[src/rtl/rv_instr_encoder_pkg.sv]
// ============================================================================
// Module      : rv_instr_encoder_pkg
// Description : RV32I integer-ALU op codes, opcodes and funct fields, shared
//               by the encoder and the decode stage so both use one table.
// Revision    : 1.0 - initial release
// ============================================================================
`default_nettype none

package rv_instr_encoder_pkg;

  // ALU op selector as presented on the request interface
  localparam logic [3:0] OP_ADD  = 4'd0;
  localparam logic [3:0] OP_SUB  = 4'd1;
  localparam logic [3:0] OP_SLL  = 4'd2;
  localparam logic [3:0] OP_SLT  = 4'd3;
  localparam logic [3:0] OP_SLTU = 4'd4;
  localparam logic [3:0] OP_XOR  = 4'd5;
  localparam logic [3:0] OP_SRL  = 4'd6;
  localparam logic [3:0] OP_SRA  = 4'd7;
  localparam logic [3:0] OP_OR   = 4'd8;
  localparam logic [3:0] OP_AND  = 4'd9;

  // Major opcodes
  localparam logic [6:0] OPC_OP     = 7'b0110011;
  localparam logic [6:0] OPC_OP_IMM = 7'b0010011;

  // funct3 values
  localparam logic [2:0] F3_ADD_SUB = 3'b000;
  localparam logic [2:0] F3_SLL     = 3'b001;
  localparam logic [2:0] F3_SLT     = 3'b010;
  localparam logic [2:0] F3_SLTU    = 3'b011;
  localparam logic [2:0] F3_XOR     = 3'b100;
  localparam logic [2:0] F3_SRL_SRA = 3'b101;
  localparam logic [2:0] F3_OR      = 3'b110;
  localparam logic [2:0] F3_AND     = 3'b111;

  // funct7 values: ALT selects SUB / SRA(I)
  localparam logic [6:0] F7_BASE = 7'b0000000;
  localparam logic [6:0] F7_ALT  = 7'b0100000;

  function automatic logic [2:0] funct3_of(input logic [3:0] op);
    logic [2:0] f3;
    case (op)
      OP_SLL:          f3 = F3_SLL;
      OP_SLT:          f3 = F3_SLT;
      OP_SLTU:         f3 = F3_SLTU;
      OP_XOR:          f3 = F3_XOR;
      OP_SRL, OP_SRA:  f3 = F3_SRL_SRA;
      OP_OR:           f3 = F3_OR;
      OP_AND:          f3 = F3_AND;
      default:         f3 = F3_ADD_SUB;
    endcase
    return f3;
  endfunction

  function automatic logic [6:0] funct7_of(input logic [3:0] op);
    return ((op == OP_SUB) || (op == OP_SRA)) ? F7_ALT : F7_BASE;
  endfunction

  function automatic logic is_shift(input logic [3:0] op);
    return (op == OP_SLL) || (op == OP_SRL) || (op == OP_SRA);
  endfunction

  // There is no SUBI: subtraction with an immediate is an ADDI of the negation
  function automatic logic is_legal(input logic is_imm, input logic [3:0] op);
    return (op <= OP_AND) && !(is_imm && (op == OP_SUB));
  endfunction

  // Packs a request into an R-type or I-type word. Shift immediates carry
  // funct7 in imm[11:5], so only the 5-bit shamt of the input is used.
  function automatic logic [31:0] encode_instr(
    input logic        is_imm,
    input logic [3:0]  op,
    input logic [4:0]  rd,
    input logic [4:0]  rs1,
    input logic [4:0]  rs2,
    input logic [11:0] imm
  );
    logic [2:0]  f3;
    logic [6:0]  f7;
    logic [11:0] imm_f;
    f3 = funct3_of(op);
    f7 = funct7_of(op);
    if (!is_imm) begin
      return {f7, rs2, rs1, f3, rd, OPC_OP};
    end
    imm_f = is_shift(op) ? {f7, imm[4:0]} : imm;
    return {imm_f, rs1, f3, rd, OPC_OP_IMM};
  endfunction

endpackage

`default_nettype wire

[src/rtl/rv_instr_encoder_sync_fifo.sv]
// ============================================================================
// Module      : rv_instr_encoder_sync_fifo
// Description : Synchronous FIFO holding encoded words. DEPTH must be a power
//               of two so the pointers wrap naturally modulo DEPTH.
// Revision    : 1.0 - initial release
// ============================================================================
`default_nettype none

module rv_instr_encoder_sync_fifo #(
  parameter int WIDTH = 32,
  parameter int DEPTH = 4
) (
  input  logic                       clk,
  input  logic                       rst,
  input  logic                       push_i,
  input  logic [WIDTH-1:0]           wdata_i,
  input  logic                       pop_i,
  output logic [WIDTH-1:0]           rdata_o,
  output logic                       full_o,
  output logic                       empty_o,
  output logic [$clog2(DEPTH+1)-1:0] count_o
);

  localparam int PW = $clog2(DEPTH);
  localparam int CW = $clog2(DEPTH + 1);

  logic [WIDTH-1:0] mem_q [DEPTH];
  logic [PW-1:0]    wr_ptr_q;
  logic [PW-1:0]    rd_ptr_q;
  logic [CW-1:0]    count_q;
  logic             push_ok;
  logic             pop_ok;

  assign full_o  = (count_q == CW'(DEPTH));
  assign empty_o = (count_q == '0);
  // Guard here as well so count can never overflow or underflow
  assign push_ok = push_i & ~full_o;
  assign pop_ok  = pop_i & ~empty_o;
  assign rdata_o = mem_q[rd_ptr_q];
  assign count_o = count_q;

  // Storage, pointers and occupancy; reset clears everything so no stale word survives
  always_ff @(posedge clk or posedge rst) begin
    if (rst) begin
      for (int i = 0; i < DEPTH; i++) begin
        mem_q[i] <= '0;
      end
      wr_ptr_q <= '0;
      rd_ptr_q <= '0;
      count_q  <= '0;
    end else begin
      if (push_ok) begin
        mem_q[wr_ptr_q] <= wdata_i;
        wr_ptr_q        <= wr_ptr_q + PW'(1);
      end
      if (pop_ok) begin
        rd_ptr_q <= rd_ptr_q + PW'(1);
      end
      case ({push_ok, pop_ok})
        2'b10:   count_q <= count_q + CW'(1);
        2'b01:   count_q <= count_q - CW'(1);
        default: count_q <= count_q;
      endcase
    end
  end

endmodule

`default_nettype wire

[src/rtl/rv_instr_encoder.sv]
// ============================================================================
// Module      : rv_instr_encoder
// Description : Packs field-level ALU requests into RV32I R/I-type words,
//               drops illegal requests with a one-cycle err pulse, and buffers
//               legal words in a FIFO toward the decoder.
// Revision    : 1.0 - initial release
// ============================================================================
`default_nettype none

module rv_instr_encoder
  import rv_instr_encoder_pkg::*;
#(
  parameter int DEPTH = 4
) (
  input  logic                       clk,
  input  logic                       rst,
  input  logic                       in_valid_i,
  output logic                       in_ready_o,
  input  logic                       in_is_imm_i,
  input  logic [3:0]                 in_op_i,
  input  logic [4:0]                 in_rd_i,
  input  logic [4:0]                 in_rs1_i,
  input  logic [4:0]                 in_rs2_i,
  input  logic [11:0]                in_imm_i,
  output logic                       out_valid_o,
  input  logic                       out_ready_i,
  output logic [31:0]                out_instr_o,
  output logic                       err_o,
  output logic [$clog2(DEPTH+1)-1:0] count_o
);

  logic        accept;
  logic        legal;
  logic        push;
  logic        pop;
  logic        full;
  logic        empty;
  logic [31:0] word;
  logic [31:0] head;
  logic        err_d;
  logic        err_q;

  assign legal  = is_legal(in_is_imm_i, in_op_i);
  assign word   = encode_instr(in_is_imm_i, in_op_i, in_rd_i, in_rs1_i, in_rs2_i, in_imm_i);

  // in_ready comes only from occupancy, never from out_ready
  assign in_ready_o  = ~full;
  assign accept      = in_valid_i & in_ready_o;
  // Illegal requests complete the handshake but are not stored
  assign push        = accept & legal;
  assign out_valid_o = ~empty;
  assign pop         = out_valid_o & out_ready_i;
  // Present zero rather than a stale slot whenever nothing is buffered
  assign out_instr_o = empty ? 32'h0 : head;
  assign err_d       = accept & ~legal;
  assign err_o       = err_q;

  rv_instr_encoder_sync_fifo #(
    .WIDTH (32),
    .DEPTH (DEPTH)
  ) u_fifo (
    .clk     (clk),
    .rst     (rst),
    .push_i  (push),
    .wdata_i (word),
    .pop_i   (pop),
    .rdata_o (head),
    .full_o  (full),
    .empty_o (empty),
    .count_o (count_o)
  );

  // err pulses for the single cycle following an illegal accept
  always_ff @(posedge clk or posedge rst) begin
    if (rst) begin
      err_q <= 1'b0;
    end else begin
      err_q <= err_d;
    end
  end

endmodule

`default_nettype wire

[config.mk]
export PLATFORM = sky130hd
export DESIGN_NAME = rv_instr_encoder
export DESIGN_NICKNAME = d
export VERILOG_FILES = /design/src/rtl/rv_instr_encoder_pkg.sv /design/src/rtl/rv_instr_encoder_sync_fifo.sv /design/src/rtl/rv_instr_encoder.sv
export SDC_FILE = /design/constraint.sdc
export NUM_CORES = 1
export LEC_CHECK = 0
export CAP_MARGIN = 20
export CORE_ASPECT_RATIO = 0.5
export CORE_UTILIZATION = 50
export CTS_BUF_LIST = sky130_fd_sc_hd__clkbuf_8
export DETAILED_ROUTE_END_ITERATION = 6
export GPL_ROUTABILITY_DRIVEN = 0
export PLACE_DENSITY_LB_ADDON = 0.25
export SYNTH_ARGS = -nofsm -noshare
export SYNTH_HDL_FRONTEND = slang
export SYNTH_HIERARCHICAL = 1
export SYNTH_SLANG_ARGS = --single-unit
export TNS_END_PERCENT = 5
[constraint.sdc]
create_clock -name clk -period 4.3 [get_ports clk]
set_input_delay 0.86 -clock clk [delete_from_list [all_inputs] [get_ports clk]]
set_output_delay 0.86 -clock clk [all_outputs]
set_load 0.01 [all_outputs]
### Word level (Yosys, flattened, before mapping)

Memories as Yosys holds them, arrays and structs flattened.
Cells that the tools add are included.

* output and inout port bits: 38
* logic and storage cells: 55
* register bits: 136
* memories: 1
* bits in read-only memories: 48
* input port bits: 36

Memories
* (no name shown): depth 16, bits a word 3, rd ports 1, clocked after memory_dff 0, wr ports 0, line rv_instr_encoder_pkg.sv:43 `case (op)`

* bitwise operators: 11
* muxes and demuxes: 11
* magnitude comparators: 4
* eq/ne operators: 7
* reduce and logical (&&, ||, !) cells: 9
* add/subtract/negate cells: 4

Operators with widths (count)
* $mux W32: 5
* $bwmux W128: 1
* $bmux W32 S2: 1
* $demux W32 S2: 1
* $mux W12: 1
* $eq A4 B3 Y1 const B: 2
* $and A1 B1 Y1: 6
* $ge A3 B3 Y1 const B: 2
* $mux W6: 1
* $not A2 Y3: 2
* $pmux W3 S2: 1
* $add A2 B1 Y2 const B: 2
* $eq A4 B1 Y1 const B: 1
* $eq A4 B2 Y1 const B: 1
* $le A4 B4 Y1 const B: 1
* $add A3 B1 Y3 const B: 1
* $eq A3 B3 Y1 const B: 1
* $logic_and A1 B1 Y1: 3
* $logic_not A3 Y1: 1
* $logic_or A1 B1 Y1: 3
* $lt A3 B1 Y1 const B: 1
* $not A1 Y1: 3
* $sub A3 B1 Y3 const B: 1
* $eq A2 B1 Y1 const B: 1
* other kinds (3): 3

### Depth between registers and ports, before layout

Gate-level depths: netlist (run 1).

* depth after elaboration: 8
* depth in mapped cells: 11
* gate-level depth less buffers: 11

### Cells and area by module

Netlist (run 1), hierarchy kept.

Modules (own cells, without submodules)
* rv_instr_encoder_sync_fifo: seq. area each 3378.2 sq um, cells an instance 349, area each 5967.0 sq um, times used 1
* rv_instr_encoder: seq. area each 25.0 sq um, cells an instance 79, area each 514.2 sq um, times used 1

### Worst setup path after synthesis (run 1)

Ideal clock, no wire load.

* path type: input -> register
* start point: input in_is_imm_i
* end point: register u_fifo.count_q[2], in the netlist u_fifo/count_o[2]
* data arrival time: 2796 ps
* buffers on the path: 1
* path slack: 1425 ps
* data required time: 4221 ps
* setup time: 79 ps
* stages on the path: 11
* cell sequence: buf_4 nand2_1 or4_1 and3b_1 nand2b_1 ha_1 inv_1 fa_1 xor2_1 nor2_1 xor2_1

* cells in the longest elaborated chain, start to end: 7
* elaborated cells between the ends (all ways): 9
* classes of those cells: eq/ne (2); mux (1); bitwise (2); reduce/logical (4)

Ends and longest elaborated chain
* start, declared: line rv_instr_encoder.sv:19 `input logic in_is_imm_i,`
* $logic_and A1 B1 Y1 *: line rv_instr_encoder_pkg.sv:66 `return (op <= OP_AND) && !(is_imm && (op == OP_SUB));`
* $logic_not A1 Y1 *: line rv_instr_encoder_pkg.sv:66
* $logic_and A1 B1 Y1 *: line rv_instr_encoder_pkg.sv:66
* $and A1 B1 Y1 *: line rv_instr_encoder.sv:50 `assign push = accept & legal;`
* named net push: line rv_instr_encoder.sv:34 `logic push;`
* $and A1 B1 Y1 *: line rv_instr_encoder_sync_fifo.sv:37 `assign push_ok = push_i & ~full_o;`
* $eq A2 B1 Y1 or $eq A2 B2 Y1 (tied branches): line rv_instr_encoder_sync_fifo.sv:59 `case ({push_ok, pop_ok})`
* $pmux W3 S2 or $reduce_bool A2 Y1 (tied branches)
* end signal, assigned: line rv_instr_encoder_sync_fifo.sv:60 `2'b10: count_q <= count_q + CW'(1);`
* end signal, assigned: line rv_instr_encoder_sync_fifo.sv:61 `2'b01: count_q <= count_q - CW'(1);`
* end signal, assigned: line rv_instr_encoder_sync_fifo.sv:62 `default: count_q <= count_q;`
* end, declared: line rv_instr_encoder_sync_fifo.sv:30 `logic [CW-1:0] count_q;`

The timed path passes the listed nets; every way through them passes the cells marked *.
A chain may end at the register's enable or synchronous reset.

### Final worst setup path (run 1)

* start point: register u_fifo.rd_ptr_q[0]
* end point: output out_instr_o[12]

* cells in the longest elaborated chain, start to end: 5

Ends and longest elaborated chain
* start, declared: line rv_instr_encoder_sync_fifo.sv:29 `logic [PW-1:0] rd_ptr_q;`
* start signal, assigned: line rv_instr_encoder_sync_fifo.sv:57 `rd_ptr_q <= rd_ptr_q + PW'(1);`
* $not A2 Y3 (implied by the code): line rv_instr_encoder_sync_fifo.sv:39 `assign rdata_o = mem_q[rd_ptr_q];`
* $bmux W32 S2: line rv_instr_encoder_sync_fifo.sv:39
* $mux W32 (implied by the code) (2 in a row): line rv_instr_encoder_sync_fifo.sv:39
* named net head[12]: line rv_instr_encoder.sv:39 `logic [31:0] head;`
* $mux W32: line rv_instr_encoder.sv:54 `assign out_instr_o = empty ? 32'h0 : head;`
* end, declared: line rv_instr_encoder.sv:27 `output logic [31:0] out_instr_o,`

The timed path passes the listed nets, and every way through them passes these cells. The select of a mux whose other input is x is not followed.

==> results.json, run 1 <==
{
  "finalSetupTns_ps": 0,
  "synth_compound_area_share_pct": 1.27,
  "crit_path_end_kind": "output pin",
  "powerDensity_nw_per_um2": 777,
  "post-cts-setup-buffer-count": 0,
  "synth_top_area_share_pct": 52.5,
  "clockPowerShare_pct": 18.5,
  "switching_share_pct": 29.8,
  "die_h_um": 82.5,
  "area_growth_pct": 22.1,
  "vias": 3756,
  "avgSynthCellArea_sq_um": 15.1,
  "synth_xor_area_share_pct": 0.811,
  "synth_area_sq_um": 6480,
  "cts_sinks": 136,
  "clk_latency_ps": 430,
  "irDropWorstVdd_uv": 372,
  "hold_class": "flip-flop to flip-flop",
  "utilization_pct": 64.7,
  "final_cells": 705,
  "antenna_found_initial": 0,
  "synthArstFlopShare_pct": 100,
  "synth_area_leaders": "dfrtp_1 (53%), mux2_2 (23%), mux4_2 (11%), nor2b_1 (3.3%), buf_6 (2.1%)",
  "critical_path_class": "flip-flop to output pin",
  "rsz0062_at_grt": "false",
  "dr.pass1.iters": 5,
  "cts_hold_buffers": 0,
  "core_area_sq_um": 12200,
  "clk_path_buf_depth": 2,
  "critPathRequiredTime_ps": 3440,
  "placementRows": 28,
  "hold_viol": 0,
  "grt_first_pass_wirelength_mm": 21.0,
  "cp_max_fo": 22,
  "ys_ff_latch": 136,
  "cts_tree": "yes",
  "synth_cells": 428,
  "synthSimpleGateAreaFrac_pct": 5.68,
  "synth.mux.area_fraction_pct": 34.6,
  "setup_viol": 0,
  "fin_skew_ps": 8.28,
  "finalCriticalPeriod_ps": 3410,
  "layout_common_cells": "mux2_2 (134), dfrtp_1 (134), clkdlybuf4s50_1 (73)",
  "drt-initial-drc-count": 232,
  "ys_types": 32,
  "drc": 0,
  "fin_crit_sh_pct": 79.4,
  "grt_use_total_pct": 21.4,
  "cts-buffers-inserted": 17,
  "pre_cts_slack_ps": 774,
  "synth_edf_count": 0,
  "h-tree-depth": 4,
  "fin_nets": 571,
  "io_pins": 74,
  "grt_pass1_vias": 3929,
  "synth_top_family_by_area": "multiplexers",
  "grt_start_max_net_pins": 54,
  "dpl.hpwl_mm": 7.80,
  "portBuffers": 73,
  "relSlewSlack_pct": 39.6,
  "seq_area_frac_synth_pct": 52.5,
  "power.switching_uw": 1830,
  "floorplan.initialDensity_pct": 53.0,
  "crit_arrival_ps": 2550,
  "fmax_mhz": 293,
  "cellInternalPower_uw": 4310,
  "pwr-share-seq_pct": 37.8,
  "postCtsResizedCells": 0,
  "gr-total-overflow": 0,
  "dp_cells": 674,
  "worst_slew_pin_slew_ps": 906,
  "combPwrFrac_pct": 43.7,
  "layout_setup_ws_ps": 886,
  "slew_violations": 0,
  "wirelength_mm": 12.6,
  "via_per_inst": 5.33,
  "totalPowerFinal_uw": 6150,
  "fp.dieW_um": 163,
  "detail-route-antenna-nets": 0,
  "synth_ff_type": "dfrtp_1",
  "synth_fa_ha_area_share_pct": 1.43,
  "yosys_warnings": 6,
  "clockRootBuffer": "clkbuf_8",
  "die_area_sq_um": 13400,
  "synth_area_leader_cell": "dfrtp_1",
  "path_clk_slew_ps": 80,
  "diodes": 0,
  "cap_viol_max_count": 0,
  "layout-drive-gt1-share_pct": 39.6,
  "critPathLaunchType": "flip-flop",
  "wl_per_cell_um": 17.9,
  "leakagePower_uw": 0.00339,
  "status": "finished clean"
}
worst max-delay path, cell delays in order, from the launching register on:
cell and delay [ps]:
dfrtp_2 650, buf_12 280, mux4_2 520, nor2b_1 170, clkdlybuf4s50_1 490
cell families (layout without fill, tap and decap cells):
logic type / count (synthesis) / after routing
XOR/XNOR: 6 / 6
other: 2 / 24
adder cells (fa/ha/maj): 7 / 7
flip-flops: 136 / 136
buffers and inverters: 36 / 126
AND/OR/NAND/NOR: 62 / 62
AO/OA/AOI/OAI: 12 / 12
multiplexers: 167 / 167
per-stage QoR:
stage	hold WS (ps)	instance area, sq um
after global routing	517	7910
after detailed placement	491	7460
after CTS	507	7890
final	503	7910
after global placement	484	7460
after floorplan	475	6570
power by group through the flow:
stage,combinational [uW],sequential [uW],clock [uW]
2_1_floorplan,1890,2130,0
3_5_place_dp,2720,2350,0
5_1_grt,2900,2420,1220
3_3_place_gp,2670,2320,0
4_1_cts,2730,2330,1170
6_report,2690,2320,1140
synth_stat cells (3+ instances only):
cell,count
dfrtp_1,136
mux2_2,134
nor2b_1,34
mux4_2,32
buf_6,12
inv_1,12
nand2_1,8
and2_1,6
clkbuf_1,6
nor2_1,6
buf_2,5
ha_1,5
nand2b_1,4
xnor2_1,3
xor2_1,3
layer usage:
| layer | global-route usage [%] | vias to the layer above | part of all wire, % |
|---|---|---|---|
| met3 | 4.05 | 10 | 2.5 |
| met5 | 0 | - | 0 |
| met2 | 33.2 | 60 | 47 |
| met1 | 30.3 | 1976 | 50 |
| li1 | - | 1710 | - |
| met4 | 7.85 | 0 | 0.79 |
path summary, 6_finish.rpt:
check / startpoint / endpoint / slack, ps / depth (start not counted)
max: u_fifo/rd_ptr_q[0] / out_instr_o[12] / 890 / 4
min: u_fifo/mem_q[60] / u_fifo/mem_q[60] / 500 / 1
max reg2reg: u_fifo/count_o[2] / u_fifo/count_o[2] / 1550 / 11
min reg2reg: u_fifo/mem_q[60] / u_fifo/mem_q[60] / 500 / 1
max in group asynchronous: rst / u_fifo/rd_ptr_q[0] / 3030 / 3
min in group asynchronous: rst / err_o / 660 / 2
state kept, by name, indices dropped and copies added, names as in the netlist:
name,flops
u_fifo/mem_q,128
u_fifo/count_o,3
u_fifo/rd_ptr_q,2
u_fifo/wr_ptr_q,2
err_o,1
cell type report:
type / count / area [sq um]
clock inverter: 10 / 153
clock buffer: 20 / 275
tap: 165 / 206
multi-input combinational: 278 / 2960
sequential: 136 / 3410
timing repair buffer: 84 / 863
fill: 949 / 4310
inverter: 12 / 48.8
(Power assumes the default switching activity.)
==> run 2: changes to the inputs <==
==> constraint.sdc (replaced) <==
create_clock -name clk -period 3.1 [get_ports clk]
set_input_delay 0.62 -clock clk [delete_from_list [all_inputs] [get_ports clk]]
set_output_delay 0.62 -clock clk [all_outputs]
set_load 0.01 [all_outputs]
==> run 2 against run 1 <==
  * Register-to-register slack got worse by 1000 ps
  * Critical endpoint is now out_instr_o[16]
  * Non-clock buffer count rose by 15
  * Design area is 2.1% higher
  * Via count rose by 0.77%
  * Highest routed layer unchanged
  * Cell count up 2.3%
  * Clock power increased by 35%
  * Clock skew hardly changed
  * Power is 41% higher
  * Setup slack worse by 670 ps
==> results.json, run 2 (same netlist as run 1, synthesis figures left out) <==
{
  "postLayoutCellArea_sq_um": 8080,
  "grt_start_max_net_pins": 136,
  "powerDensity_nw_per_um2": 1070,
  "die_area_sq_um": 13400,
  "drt-initial-drc-count": 162,
  "die_h_um": 82.5,
  "worst_slew_pin_slew_ps": 1070,
  "floorplan.initialDensity_pct": 53.0,
  "irDropWorstVdd_uv": 476,
  "hold_class": "input port to asynchronous set/reset pin",
  "vias": 3785,
  "setup_viol": 0,
  "grt_first_pass_wirelength_mm": 21.3,
  "leakagePower_uw": 0.00348,
  "dr.pass1.iters": 4,
  "cp_max_fo": 14,
  "cts-buffers-inserted": 17,
  "drc": 0,
  "largest_register_ffs": 128,
  "fin_crit_sh_pct": 93.1,
  "critPathLaunchType": "flip-flop",
  "slew_violations": 0,
  "finalCriticalPeriod_ps": 2890,
  "clk_path_buf_depth": 2,
  "critPathRequiredTime_ps": 2480,
  "hold_viol": 0,
  "wirelength_mm": 12.8,
  "placementRows": 28,
  "cts_sinks": 136,
  "fp.dieW_um": 163,
  "core_area_sq_um": 12200,
  "layout-drive-gt1-share_pct": 41.4,
  "crit_arrival_ps": 2270,
  "antenna_found_initial": 0,
  "dp_cells": 686,
  "register_area_sq_um": 3410,
  "gr-total-overflow": 0,
  "layout_common_cells": "mux2_2 (134), dfrtp_1 (134), clkdlybuf4s50_1 (73)",
  "cap_viol_max_count": 0,
  "cts_hold_buffers": 0,
  "wl_per_cell_um": 17.7,
  "multi_input_area_sq_um": 2960,
  "area_growth_pct": 24.6,
  "critical_path_class": "flip-flop to output pin",
  "placed_cell_area_sq_um": 7620,
  "via_per_inst": 5.25,
  "path_clk_slew_ps": 70,
  "portBuffers": 73,
  "status": "finished clean",
  "fillers": 886,
  "diodes": 0,
  "io_pins": 74,
  "clockRootBuffer": "clkbuf_8",
  "largest-register": "u_fifo/mem_q",
  "dpl.hpwl_mm": 8.27,
  "clk_latency_ps": 430,
  "cts_tree": "yes",
  "fin_nets": 586,
  "final_cells": 721,
  "fmax_mhz": 347,
  "crit_path_end_kind": "output pin",
  "fin_skew_ps": 8.33,
  "detail-route-antenna-nets": 0,
  "grt_use_total_pct": 21.5,
  "grt_pass1_vias": 4070,
  "h-tree-depth": 4,
  "rsz0062_at_grt": "false",
  "relSlewSlack_pct": 28.2
}
run 2: final cells by class:
type / instances / share of cell area [%]
Sequential cell: 136 / 42.2
Multi-Input combinational cell: 278 / 36.7
Timing Repair Buffer: 99 / 12.7
Clock buffer: 22 / 3.75
Tap cell: 165 / 2.56
Clock inverter: 9 / 1.52
Inverter: 12 / 0.604
run 2: report_power, final:
part	total, uW	leakage (uW)	internal (uW)	switching [uW]
Clock	1540	0.000219	891	645
Sequential	3140	0.00167	2640	506
Combinational	3980	0.00159	2560	1430
run 2: final timing paths:
| kind | from | end | slack, ps | cells after the start |
|---|---|---|---|---|
| min in group clk | u_fifo/mem_q[51] | u_fifo/mem_q[51] | 500 | 1 |
| max | u_fifo/rd_ptr_q[0] | out_instr_o[16] | 210 | 4 |
| max in group asynchronous | rst | u_fifo/rd_ptr_q[0] | 1750 | 3 |
| min | rst | err_o | 420 | 2 |
| max reg2reg | u_fifo/count_o[2] | u_fifo/mem_q[10] | 550 | 7 |
| min reg2reg | u_fifo/mem_q[51] | u_fifo/mem_q[51] | 500 | 1 |
run 2: critical path: stages, from the launching register on:
cell and delay (ps):
dfrtp_4 490, buf_12 190, mux4_2 500, nor2b_1 160, clkdlybuf4s50_1 500
run 2: stage by stage:
step                      utilization (%)  TNS [ps]  hold WS (ps)  total power, uW  setup WS [ps]
final                                66.0         0           418             8660            215
after global routing                 66.0         0           386             9220            108
after CTS                            65.8         0           384             8730           31.3
after detailed placement             62.3      -577           491             7140          -91.7
after global placement               62.3      -877           484             7030          -41.8
after floorplan                         -         0           349             5580            465
run 2: timing repair:
item / 4_1_cts / 5_1_grt
setup buffers: 0 / 4
gates resized for setup: 1 / 0
setup endpoints to repair: 18 / 10
run 2: layer usage:
layer  part of all wire (%)  track usage (%)  up-vias
met5                      0                0        -
met2                     50             36.0       49
met3                    2.5             5.09        9
met1                     47             28.3     1980
li1                       -                -     1747
met4                   0.69             6.36        0
